`src/rtl/sweep_pkg.sv`:
```
// Shared types and widths for the nonce sweeper and its comparator.
package sweep_pkg;

    localparam int NONCE_W = 32;
    localparam int HASH_W  = 256;
    localparam int BLK_W   = 512;
    localparam int WORD_W  = 32;
    localparam int N_WORDS = BLK_W / WORD_W;

    // Sweep sequencer states: a nonce goes ISSUE -> WAIT -> CHECK, and DONE lasts one cycle
    typedef enum logic [2:0] {
        ST_IDLE  = 3'd0,
        ST_ISSUE = 3'd1,
        ST_WAIT  = 3'd2,
        ST_CHECK = 3'd3,
        ST_DONE  = 3'd4
    } sweep_state_e;

endpackage

```
`src/rtl/hash_lt_cmp.sv`:
```
// Purely combinational unsigned a < b. The caller registers the operands,
// so this compare sits between two flops and is consumed in the CHECK state.
module hash_lt_cmp
    import sweep_pkg::*;
#(
    parameter int W = HASH_W
) (
    input  logic [W-1:0] a,
    input  logic [W-1:0] b,
    output logic         lt
);

    // Strict unsigned compare; equality is not a hit
    always_comb begin
        lt = (a < b);
    end

endmodule

```
`src/rtl/nonce_sweeper.sv`:
```
// Nonce sweeper: drives a SHA-256 core over a nonce range and stops at the
// first hash strictly below the target, or when the range is exhausted.
// Optional feature macro: SWEEP_WDOG_EN adds a WAIT-state watchdog and the
// timeout_err output; without it WAIT blocks until core_done.
module nonce_sweeper
    import sweep_pkg::*;
#(
    parameter int NONCE_WORD = 3
`ifdef SWEEP_WDOG_EN
    ,
    parameter int TIMEOUT    = 256
`endif
) (
    input  logic               clk,
    input  logic               reset,
    input  logic [BLK_W-1:0]   tmpl_in,
    input  logic [HASH_W-1:0]  target_in,
    input  logic [NONCE_W-1:0] nonce_first,
    input  logic [NONCE_W-1:0] nonce_last,
    input  logic               cmd_start,
    input  logic               cmd_abort,
    output logic [BLK_W-1:0]   core_data_in,
    output logic               core_start,
    output logic               core_acc_rst,
    input  logic [HASH_W-1:0]  core_hash,
    input  logic               core_done,
    output logic               busy,
    output logic               found,
    output logic               exhausted,
    output logic [NONCE_W-1:0] found_nonce,
`ifdef SWEEP_WDOG_EN
    output logic               timeout_err,
`endif
    output logic [HASH_W-1:0]  found_hash
);

    sweep_state_e state_q, state_d;

    logic [BLK_W-1:0]   tmpl_q,        tmpl_d;
    logic [HASH_W-1:0]  target_q,      target_d;
    logic [NONCE_W-1:0] nonce_q,       nonce_d;
    logic [NONCE_W-1:0] last_q,        last_d;
    logic [HASH_W-1:0]  hash_q,        hash_d;
    logic               found_q,       found_d;
    logic               exhausted_q,   exhausted_d;
    logic [NONCE_W-1:0] found_nonce_q, found_nonce_d;
    logic [HASH_W-1:0]  found_hash_q,  found_hash_d;

    logic hash_lt;

`ifdef SWEEP_WDOG_EN
    localparam int WDOG_W = (TIMEOUT > 1) ? $clog2(TIMEOUT) : 1;
    localparam logic [WDOG_W-1:0] WDOG_LAST = WDOG_W'(TIMEOUT - 1);

    logic [WDOG_W-1:0] wdog_cnt_q, wdog_cnt_d;
    logic              timeout_err_q, timeout_err_d;
`endif

    // The registered hash is compared against the latched target; result used in CHECK
    hash_lt_cmp #(
        .W (HASH_W)
    ) u_cmp (
        .a  (hash_q),
        .b  (target_q),
        .lt (hash_lt)
    );

    // Next-state and datapath: every register holds unless the current state updates it
    always_comb begin
        state_d       = state_q;
        tmpl_d        = tmpl_q;
        target_d      = target_q;
        nonce_d       = nonce_q;
        last_d        = last_q;
        hash_d        = hash_q;
        found_d       = found_q;
        exhausted_d   = exhausted_q;
        found_nonce_d = found_nonce_q;
        found_hash_d  = found_hash_q;
        core_acc_rst  = 1'b0;
`ifdef SWEEP_WDOG_EN
        wdog_cnt_d    = wdog_cnt_q;
        timeout_err_d = timeout_err_q;
`endif

        case (state_q)
            ST_IDLE: begin
                if (cmd_start && !cmd_abort) begin
                    tmpl_d      = tmpl_in;
                    target_d    = target_in;
                    nonce_d     = nonce_first;
                    last_d      = nonce_last;
                    found_d     = 1'b0;
                    exhausted_d = 1'b0;
`ifdef SWEEP_WDOG_EN
                    timeout_err_d = 1'b0;
`endif
                    state_d     = ST_ISSUE;
                end
            end

            ST_ISSUE: begin
                state_d = ST_WAIT;
`ifdef SWEEP_WDOG_EN
                wdog_cnt_d = '0;
`endif
            end

            ST_WAIT: begin
                if (core_done) begin
                    hash_d  = core_hash;
                    state_d = ST_CHECK;
                end
`ifdef SWEEP_WDOG_EN
                else if (wdog_cnt_q == WDOG_LAST) begin
                    core_acc_rst  = 1'b1;
                    timeout_err_d = 1'b1;
                    state_d       = ST_ISSUE;
                end else begin
                    wdog_cnt_d = wdog_cnt_q + 1'b1;
                end
`endif
            end

            ST_CHECK: begin
                if (hash_lt) begin
                    found_d       = 1'b1;
                    found_nonce_d = nonce_q;
                    found_hash_d  = hash_q;
                    state_d       = ST_DONE;
                end else if (nonce_q == last_q) begin
                    exhausted_d = 1'b1;
                    state_d     = ST_DONE;
                end else begin
                    nonce_d      = nonce_q + 1'b1;
                    core_acc_rst = 1'b1;
                    state_d      = ST_ISSUE;
                end
            end

            ST_DONE: begin
                state_d = ST_IDLE;
            end

            default: begin
                state_d = ST_IDLE;
            end
        endcase

        // Abort overrides whatever the state decided, but leaves the sticky results alone
        if (cmd_abort && (state_q != ST_IDLE)) begin
            state_d       = ST_IDLE;
            core_acc_rst  = 1'b1;
            nonce_d       = nonce_q;
            found_d       = found_q;
            exhausted_d   = exhausted_q;
            found_nonce_d = found_nonce_q;
            found_hash_d  = found_hash_q;
`ifdef SWEEP_WDOG_EN
            timeout_err_d = timeout_err_q;
`endif
        end
    end

    // Template mux: the current nonce replaces one word; stable while the core works on it
    always_comb begin
        core_data_in = tmpl_q;
        core_data_in[NONCE_WORD*WORD_W +: WORD_W] = nonce_q;
    end

    // Core handshake and status decoded straight from the state register, so no glitches
    always_comb begin
        core_start = (state_q == ST_ISSUE);
        busy       = (state_q == ST_ISSUE) || (state_q == ST_WAIT) || (state_q == ST_CHECK);
    end

    assign found       = found_q;
    assign exhausted   = exhausted_q;
    assign found_nonce = found_nonce_q;
    assign found_hash  = found_hash_q;

    // Sequencer and datapath registers, all cleared by the asynchronous reset
    always_ff @(posedge clk or negedge reset) begin
        if (!reset) begin
            state_q       <= ST_IDLE;
            tmpl_q        <= '0;
            target_q      <= '0;
            nonce_q       <= '0;
            last_q        <= '0;
            hash_q        <= '0;
            found_q       <= 1'b0;
            exhausted_q   <= 1'b0;
            found_nonce_q <= '0;
            found_hash_q  <= '0;
        end else begin
            state_q       <= state_d;
            tmpl_q        <= tmpl_d;
            target_q      <= target_d;
            nonce_q       <= nonce_d;
            last_q        <= last_d;
            hash_q        <= hash_d;
            found_q       <= found_d;
            exhausted_q   <= exhausted_d;
            found_nonce_q <= found_nonce_d;
            found_hash_q  <= found_hash_d;
        end
    end

`ifdef SWEEP_WDOG_EN
    assign timeout_err = timeout_err_q;

    // Watchdog counter and its sticky error flag
    always_ff @(posedge clk or negedge reset) begin
        if (!reset) begin
            wdog_cnt_q    <= '0;
            timeout_err_q <= 1'b0;
        end else begin
            wdog_cnt_q    <= wdog_cnt_d;
            timeout_err_q <= timeout_err_d;
        end
    end
`endif

endmodule

```
`config.mk`:
```
export PLATFORM = sky130hd
export DESIGN_NAME = nonce_sweeper
export DESIGN_NICKNAME = d
export VERILOG_FILES = /design/src/rtl/sweep_pkg.sv /design/src/rtl/hash_lt_cmp.sv /design/src/rtl/nonce_sweeper.sv
export SDC_FILE = /design/constraint.sdc
export NUM_CORES = 2
export LEC_CHECK = 0
export CAP_MARGIN = 20
export CORE_AREA = 2 2 739 741
export CTS_CLUSTER_DIAMETER = 120
export DETAILED_ROUTE_END_ITERATION = 6
export DIE_AREA = 0 0 741 743
export PLACE_DENSITY_LB_ADDON = 0.05
export SLEW_MARGIN = 40
export SYNTH_ARGS = -nofsm -noshare
export SYNTH_HDL_FRONTEND = slang
export SYNTH_SLANG_ARGS = --single-unit
export TNS_END_PERCENT = 30
```
`constraint.sdc`:
```
create_clock -name clk -period 4.1 [get_ports clk]
set_input_delay 0.615 -clock clk [delete_from_list [all_inputs] [get_ports clk]]
set_output_delay 0.615 -clock clk [all_outputs]
set_load 0.03 [all_outputs]
```
==> results.sh <==
export IMPL_numCtsBuffers=207
export IMPL_arrival_ps=4080
export IMPL_cts_buffer_depth=4
export IMPL_finalPower_w=0.0704
export IMPL_synth_avg_cell_area_sq_um=10.8
export IMPL_final_cell_mix="nand2_1 (1889), clkdlybuf4s50_1 (1856), dfrtp_1 (1345)"
export IMPL_finalSetupViolations=205
export IMPL_p_per_area_nw_per_um2=740
export IMPL_final_common_cell="nand2_1"
export IMPL_path_clk_slew_ps=60
export IMPL_max_cap_violations=0
export IMPL_min_period_over_period=1.14
export IMPL_area_delta_synth_final_pct=64.1
export IMPL_drtPass1Iterations=7
export IMPL_stdcell_count=14900
export IMPL_finClkSkew_ps=75.9
export IMPL_avgViaCountPerCell=3.34
export IMPL_antenna_found_initial=422
export IMPL_synth_compound_area_frac=0.0542
export IMPL_wl_mm=449
export IMPL_grt_usage=0.157
export IMPL_placed_cells=14500
export IMPL_synth_simple_gate_area_frac=0.146
export IMPL_synth_xor_area_share=0.00499
export IMPL_netlist_area_sq_um=58000
export IMPL_cts_tree="yes"
export IMPL_cp_start_kind="register"
export IMPL_ys_seq_area_frac=0.582
export IMPL_ir_drop_v=0.000344
export IMPL_synth_top_area_frac=0.582
export IMPL_fp_dieH_um=743
export IMPL_drc=0
export IMPL_core_sq_um=543000
export IMPL_critPathCaptureType="output port"
export IMPL_synth_edff_count=0
export IMPL_violations="setup timing"
export IMPL_clock_fmax_ghz=0.213
export IMPL_placementRows=271
export IMPL_ys_types=58
export IMPL_start_util=0.107
export IMPL_synth_flop_cell="dfrtp_1"
export IMPL_die_area_sq_um=551000
export IMPL_synth_top_family_by_area="simple AND/OR/NAND/NOR gates"
export IMPL_tightest_slew_ps=896
export IMPL_synth_area_top_cells="dfrtp_1 (58%), nand2_1 (12%), mux2_2 (6.3%)"
export IMPL_hold_class="input port to asynchronous set/reset pin"
export IMPL_synth_nets=6735
export IMPL_synth_warning_count=0
export IMPL_vias=49800
export IMPL_rsz0062_at_grt="yes"
export IMPL_dpl_hpwl_mm=367
export IMPL_ys_ff_latch=1349
export IMPL_cp_max_fo=3
export IMPL_drive_gt1_frac=0.157
export IMPL_layout_setup_ws_ps=-591
export IMPL_root_buffer="clkbuf_16"
export IMPL_fin_tns_setup_ps=-17950
export IMPL_crit_type="register to output port"
export IMPL_globalplace_congestion=0.868
export IMPL_fp_dieW_um=741
export IMPL_synth_fa_ha_area_frac=0.0553
export IMPL_grt_max_degree=95
export IMPL_ant_nets=0
export IMPL_grt_pass1_vias=52400
export IMPL_portBuffers=1865
export IMPL_worstPathRequired_ps=3480
export IMPL_maxSlewViolCount=0
export IMPL_period_minus_slack_ps=4690
export IMPL_syn_inst=5386
export IMPL_relSlewSlack=0.401
export IMPL_io_pins=1898
export IMPL_clock_latency_ps=930
export IMPL_async_reset_ff_frac=1.00
export IMPL_reg2reg_depth=19
export IMPL_yosysTopAreaCell="dfrtp_1"
export IMPL_htree_levels=4
export IMPL_grt_pass1_wl_mm=574
export IMPL_final_util=0.175
export IMPL_p_leak_nw=42.0
export IMPL_drt_initial_drc_count=2747
export IMPL_final_hold_violation_count=0
export IMPL_muxShareOfSynthArea=0.120
export IMPL_grt_ovfl_total=0
export IMPL_outcome="finished with violations"
export IMPL_nNetsFinal=8835
export IMPL_clock_sinks=1349
export IMPL_wl_per_cell_um=30.1
[flip-flops by register name, indices dropped and copies added, names as in the netlist]
register     count
found            1
target_q       256
last_q          32
found_hash     256
state_q          3
nonce_q         32
hash_q         256
tmpl_q         480
found_nonce     32
exhausted        1
[worst max-delay path, stage by stage, from the launching register on]
cell      delay, ps
dfrtp_1         420
ha_1            330
a21oi_1         160
a21boi_1        110
o221a_1         280
o31ai_2         230
buf_4           180
a31oi_4         130
a211oi_4        480
buf_6           170
nand2_2          40
o21bai_4        180
and3_4          150
nand2b_4        140
buf_12          160
[cell usage after synthesis, drive strengths merged (5+ instances only)]
| cell | count |
|---|---|
| a31oi | 6 |
| nor2 | 52 |
| and4 | 8 |
| nor2b | 5 |
| a22oi | 9 |
| nor3 | 17 |
| o31ai | 6 |
| ha | 256 |
| o21ai | 308 |
| inv | 261 |
| clkbuf | 225 |
| a32o | 9 |
| nor4 | 17 |
| xnor2 | 33 |
| and3 | 16 |
| nand3 | 46 |
| a211oi | 8 |
| buf | 36 |
| mux2 | 544 |
| nand2b | 5 |
| nand4 | 63 |
| nand2 | 1892 |
| o21a | 6 |
| a21boi | 5 |
| a221oi | 7 |
| a311oi | 8 |
| a21o | 30 |
| dfrtp | 1349 |
| a21oi | 113 |
[layer usage]
layer / global-route usage / part of all wire / routed length, um / up-vias
met5: 0 / 0.0027 / 1200 / -
met3: 0.0735 / 0.10 / 45500 / 927
met2: 0.271 / 0.49 / 218000 / 2070
met1: 0.175 / 0.38 / 172000 / 24500
li1: - / - / - / 22100
met4: 0.0400 / 0.028 / 12600 / 178
[cell families after synthesis]
logic type      Yosys count
simple gates           2134
flops                  1349
compound gates          548
mux                     544
buf+inv                 522
fa+ha+maj               256
xor+xnor                 33
[power by group]
part	switching, W	internal (W)
logic	0.0175	0.0124
clock network	0.00755	0.0104
registers	0.00422	0.0183
total	0.0293	0.0411
[worst paths after layout]
check	slack, ps	start	endpoint
setup / recovery	-590	hash_q[204]	core_acc_rst
hold / removal	160	reset	target_q[103]
setup reg to reg	-150	hash_q[204]	found_hash[136]
hold reg to reg	470	tmpl_q[239]	tmpl_q[239]
max in group asynchronous	2450	reset	target_q[4]
min in group clk	250	tmpl_in[198]	tmpl_q[198]
[layout make-up]
| class | instances | area (sq um) |
|---|---|---|
| diodes | 66 | 165 |
| clock buffers | 316 | 6040 |
| clock inverters | 41 | 480 |
| fillers | 60100 | 448000 |
| inverters | 261 | 980 |
| multi-input cells | 3515 | 22400 |
| flip-flops and latches | 1349 | 33800 |
| well taps | 7234 | 9050 |
| repair buffers | 2152 | 22200 |
[what timing repair did]
item,CTS,global route
gates cloned,3,13
hold endpoints to repair,41,0
hold buffers,1,0
resized for setup,73,57
buffers inserted,15,25
endpoints found under the setup margin,323,297
pin swaps,13,7
[per-stage QoR]
| stage | hold slack [ps] | worst slack (ps) | area (sq um) |
|---|---|---|---|
| after floorplan | 319 | 1030 | 58000 |
| after global placement | 459 | -705 | 87100 |
| after detailed placement | 461 | -696 | 87200 |
| after CTS | 49.8 | -895 | 94300 |
| after global routing | 112 | -854 | 95000 |
| final | 163 | -591 | 95100 |
(Power assumes the default switching activity.)
